==> src/rtl/alu_con_flags.sv <==
// Registered 32-bit ALU (ADD/SUB/AND/OR) producing {N,Z,C,V} flags one cycle after operands.
// Optional sticky overflow output is built when ALU_STICKY_OVF_EN is defined.
module alu_con_flags #(
    parameter int WIDTH = 32
) (
    input  logic             clk,
    input  logic             rst_n,
    input  logic [WIDTH-1:0] A,
    input  logic [WIDTH-1:0] B,
    input  logic [1:0]       ALUControl,
    output logic [WIDTH-1:0] out,
    output logic [3:0]       ALUFlags
`ifdef ALU_STICKY_OVF_EN
    ,
    output logic             sticky_v
`endif
);

    logic [WIDTH-1:0] b_eff;
    logic [WIDTH:0]   sum;
    logic             is_arith;

    logic [WIDTH-1:0] out_d,   out_q;
    logic [3:0]       flags_d, flags_q;

    // One shared adder: SUB reuses it with B inverted and carry-in from ALUControl[0].
    always_comb begin
        is_arith = (ALUControl[1] == 1'b0);
        b_eff    = ALUControl[0] ? ~B : B;
        sum      = {1'b0, A} + {1'b0, b_eff} + {{WIDTH{1'b0}}, ALUControl[0]};
    end

    always_comb begin
        out_d   = '0;
        flags_d = 4'b0000;
        case (ALUControl)
            2'b00, 2'b01: out_d = sum[WIDTH-1:0];
            2'b10:        out_d = A & B;
            2'b11:        out_d = A | B;
            default:      out_d = '0;
        endcase
        flags_d[3] = out_d[WIDTH-1];
        flags_d[2] = (out_d == '0);
        flags_d[1] = is_arith & sum[WIDTH];
        flags_d[0] = is_arith & (A[WIDTH-1] == b_eff[WIDTH-1]) & (sum[WIDTH-1] != A[WIDTH-1]);
    end

    always_ff @(posedge clk or negedge rst_n) begin
        if (!rst_n) begin
            out_q   <= '0;
            flags_q <= 4'b0000;
        end else begin
            out_q   <= out_d;
            flags_q <= flags_d;
        end
    end

    assign out      = out_q;
    assign ALUFlags = flags_q;

`ifdef ALU_STICKY_OVF_EN
    logic sticky_d, sticky_q;

    // Sets on the same edge the registered V goes high; only reset clears it.
    always_comb begin
        sticky_d = sticky_q | flags_d[0];
    end

    always_ff @(posedge clk or negedge rst_n) begin
        if (!rst_n) begin
            sticky_q <= 1'b0;
        end else begin
            sticky_q <= sticky_d;
        end
    end

    assign sticky_v = sticky_q;
`endif

endmodule

==> config.mk <==
export PLATFORM = sky130hd
export DESIGN_NAME = alu_con_flags
export DESIGN_NICKNAME = d
export VERILOG_FILES = /design/src/rtl/alu_con_flags.sv
export SDC_FILE = /design/constraint.sdc
export NUM_CORES = 1
export LEC_CHECK = 0
export CORE_ASPECT_RATIO = 0.6
export CORE_MARGIN = 2
export CORE_UTILIZATION = 45
export DETAILED_ROUTE_END_ITERATION = 8
export GPL_TIMING_DRIVEN = 0
export PLACE_DENSITY = 0.9
export SLEW_MARGIN = 30
export SYNTH_ARGS = -nofsm -noshare
export SYNTH_HDL_FRONTEND = slang
export SYNTH_SLANG_ARGS = --single-unit
export TNS_END_PERCENT = 1
==> constraint.sdc <==
create_clock -name clk -period 0.8 [get_ports clk]
set_input_delay 0.12 -clock clk [delete_from_list [all_inputs] [get_ports clk]]
set_output_delay 0.12 -clock clk [all_outputs]
set_load 0.03 [all_outputs]
==> results.txt <==
The achievable clock frequency came out at 266 MHz. The cell repeated most along the worst path is sky130_fd_sc_hd__clkbuf_16. The worst min-delay path startpoint is ALUControl[0].

For this run, design rule violations remaining after detail routing come to 0. The cell total after placement is 700. The total length of routed wires came out at 15100 µm.

The type of the worst setup path is in2reg. Across the run, the number of max-cap violations was 0. The startpoint type of the worst setup path is an input port. Yosys mapped the design onto 61 distinct sky130hd cell types. The aggregate global-route resource usage came out at 0.307. The average instance area after synthesis came out at 8.00 µm². The path with the worst hold slack has its endpoint at out[16].

The via count of the first global-routing pass came out at 4369. The minimum setup slack in the final design is -2.96 ns. The floorplan step defined a die boundary enclosing 9420 µm². The yosys synthesis warning count came out at 0. The flip-flop and latch count after synthesis is 35. Setup repair after global routing could not meet its margin everywhere. The floorplan die width is 124 µm. The flow ran to the end, but the final reports show violations. The smallest hold slack came out at 0.196 ns.

The worst hold path cell count is 3. In this run the worst hold path is classified as in2reg. Headroom to the max-slew limit came out at 0.500. The delay of the slowest cell on the worst path is 0.52 ns. The overflow left after global routing is 0. The global-route wire length before repair is 22500 µm. Dividing total power by cell area gives a power density of 1760 nW/µm².

The root buffer cell chosen for the clock tree is sky130_fd_sc_hd__clkbuf_16. The number of placement rows came out at 26. The checks that failed: setup timing.

The total core area came out at 8460 µm². Counting the buffers created by CTS gives 5. The met1 demand-to-capacity share in global routing is 0.449. For this run, the post-layout net count is 710. For this design, the slowest cell found on the critical path is sky130_fd_sc_hd__or4_1. Counting every instance in the synthesized netlist gives 486.

The TritonCTS clock tree is yes. The first routing iteration left 593 violations. Clock-pin slew was measured on the worst setup and hold paths at 0.05 ns.

The repair_antennas step left the layout with diodes totalling 0. In the global route stage, met2 resource usage came out at 0.446. The leakage dissipation came out at 2.47 nW. The data arrival time of the critical path came out at 3.94 ns. The number of iterations in the first detailed-routing pass came out at 5. The count of buffers from port buffering came out at 101. The type of element capturing the critical path is a register. In this run the deepest clock path goes through 2 buffers. For the worst setup path, the data required time is 0.98 ns. In this run the worst setup path begins at ALUControl[0]. For this run, the leading register cell type out of synthesis is sky130_fd_sc_hd__dfrtp_1.

The number of sinks driven by the clock tree is 35. The last weighted congestion value of the routability-driven placer is 1.00. The net count of the mapped netlist is 588. The final setup violation count came out at 71. The average wire length per cell after detail routing is 20.9 µm.

The half-perimeter wire length after detailed placement is 11000 µm. Measured along the y axis, the die boundary spans 76.0 µm. The measured slew at the worst slew-check pin is 0.750 ns. The highest fanout seen on the critical path is 10. For the finished layout, the period the worst path requires is 3.76 ns. The share of the Yosys chip area taken by registers is 0.225. The hold violation total from the final report was 0.

The I/O pin count came out at 104. Using the TritonRoute via totals, the vias-per-cell ratio works out to 6.33. The number of synthesized flops with an enable pin came out at 0. The remaining number of nets flagged by the antenna check after routing is 0. The met3 track demand over resource is 0.0808. The total negative slack is -72.43 ns.

The initial standard-cell utilization of the core is 0.459. The proportion of layout cells with a drive suffix above 1 is 0.246. The initial antenna violation count came out at 0.

The final cycle utilization of the critical path is 4.70. The worst ir drop on vdd is 0.901 mV. The signal on the critical path passes through buf_12 -> clkbuf_16 -> clkbuf_16 -> buf_12 -> clkbuf_16 -> xor2_1 -> ha_1 -> clkbuf_4 -> and4_2 -> a31oi_4 -> and2_4 -> o221a_2 -> or4_1 -> nor4_2 -> nand4b_1 -> or4_4 -> nor4_2. The async set or reset register ratio after synthesis is 1.00.

The number of H-tree levels is 2. The growth of design area from synthesis to finish is 54.2%. Once layout is complete, the cells apart from fillers number 721. The number of pins exceeding their max-slew limit in the final report came out at 0. Across all layers, the routed design uses 4565 vias. In this run the cell area of the synthesized design comes to 3890 µm². The pin count of the biggest net entering global routing came out at 25. The most crowded layer after global routing is met1.
## cell usage in the layout (no fill, tap or decap), drive strengths merged, types with 4 or more instances in the layout
master          n
clkdlybuf4s50  63
nand2          55
a21oi          40
xor2           39
dfrtp          35
clkdlybuf4s15  35
o21ai          35
nor2           33
ha             33
clkbuf         26
maj3           24
buf            22
a21o           18
xnor2          14
inv            12
nor3            9
o21a            8
nand4           7
nand3           7
a211oi          6
nand2b          5
o21bai          5
o211ai          5
nand3b          5
a31oi           5
nor4            4
o31ai           4
## critical path: cells and delay by family
kind | cells | cell delay, ns
AO/OA/AOI/OAI | 2 | 0.37
adder cells (fa/ha/maj) | 1 | 0.28
XOR/XNOR | 1 | 0.17
buffers and inverters | 6 | 0.95
AND/OR/NAND/NOR | 7 | 2.02
## timing repair
item | CTS | global route
setup buffers | 13 | 1
pin swaps | 25 | 21
endpoints found under the hold margin | 11 | 0
gates resized for setup | 189 | 34
hold buffers | 1 | 0
endpoints found under the setup margin | 71 | 81
## registers in the layout, indices dropped and copies added (netlist names)
name,flops
out,31
ALUFlags,4
## power breakdown
group | total [mW] | switching, mW | internal, mW | leakage [nW]
sequential | 2.18 | 0.0977 | 2.08 | 0.415
clock | 2.22 | 0.753 | 1.47 | 0.0838
combinational | 6.12 | 3.62 | 2.50 | 1.97
## layer usage
layer / vias up / part of all wire / wire length [µm]
met3: 59 / 0.13 / 2030
met4: 0 / 0.028 / 426
met1: 2119 / 0.43 / 6450
met2: 372 / 0.41 / 6160
li1: 2015 / - / -
met5: - / 0 / 0
## synthesized netlist by cell type (all sizes together), types with 6 or more instances
cell | instances | share of area
nand3 | 7 | 0.0090
a21oi | 40 | 0.052
a211oi | 6 | 0.012
xor2 | 39 | 0.088
dfrtp | 35 | 0.23
a21o | 18 | 0.035
nor2 | 33 | 0.032
ha | 33 | 0.11
maj3 | 24 | 0.062
clkbuf | 23 | 0.022
nor3 | 9 | 0.012
xnor2 | 14 | 0.032
inv | 12 | 0.012
o21a | 8 | 0.015
nand4 | 7 | 0.011
nand2 | 55 | 0.053
o21ai | 35 | 0.045
## logic make-up after synthesis
logic type	Yosys count	synth area share
multiplexers	2	0.00515
XOR/XNOR	53	0.119
AO/OA/AOI/OAI	152	0.251
AND/OR/NAND/NOR	146	0.182
adder cells (fa/ha/maj)	58	0.174
flip-flops	35	0.225
buffers and inverters	40	0.0425
## worst max path at each step
stage / endpoint / slack (ns) / depth (start not counted)
6_report: ALUFlags[2] / -2.96 / 17
3_5_place_dp: ALUFlags[2] / -3.60 / 18
3_3_place_gp: ALUFlags[2] / -3.58 / 18
2_1_floorplan: ALUFlags[2] / -2.85 / 16
4_1_cts: ALUFlags[2] / -2.95 / 18
5_1_grt: ALUFlags[2] / -3.05 / 12
## area by class of cell
cell class | count | area, µm²
buffer | 26 | 258
clock buffer | 5 | 125
clock inverter | 3 | 43.8
fill | 618 | 2470
inverter | 12 | 47.5
multi-input combinational | 411 | 3290
sequential | 35 | 876
tap | 112 | 140
timing repair buffer | 117 | 1210
## through the flow
stage	power, mW	instance area, µm²	setup WS, ns	util
floorplan	5.43	3980	-2.85	-
global placement	7.18	5130	-3.58	0.606
detailed placement	7.33	5150	-3.60	0.609
CTS	10.1	5830	-2.95	0.689
global route	11.0	5990	-3.05	0.708
finish	10.5	5990	-2.96	0.708
(Power assumes the default switching activity.)
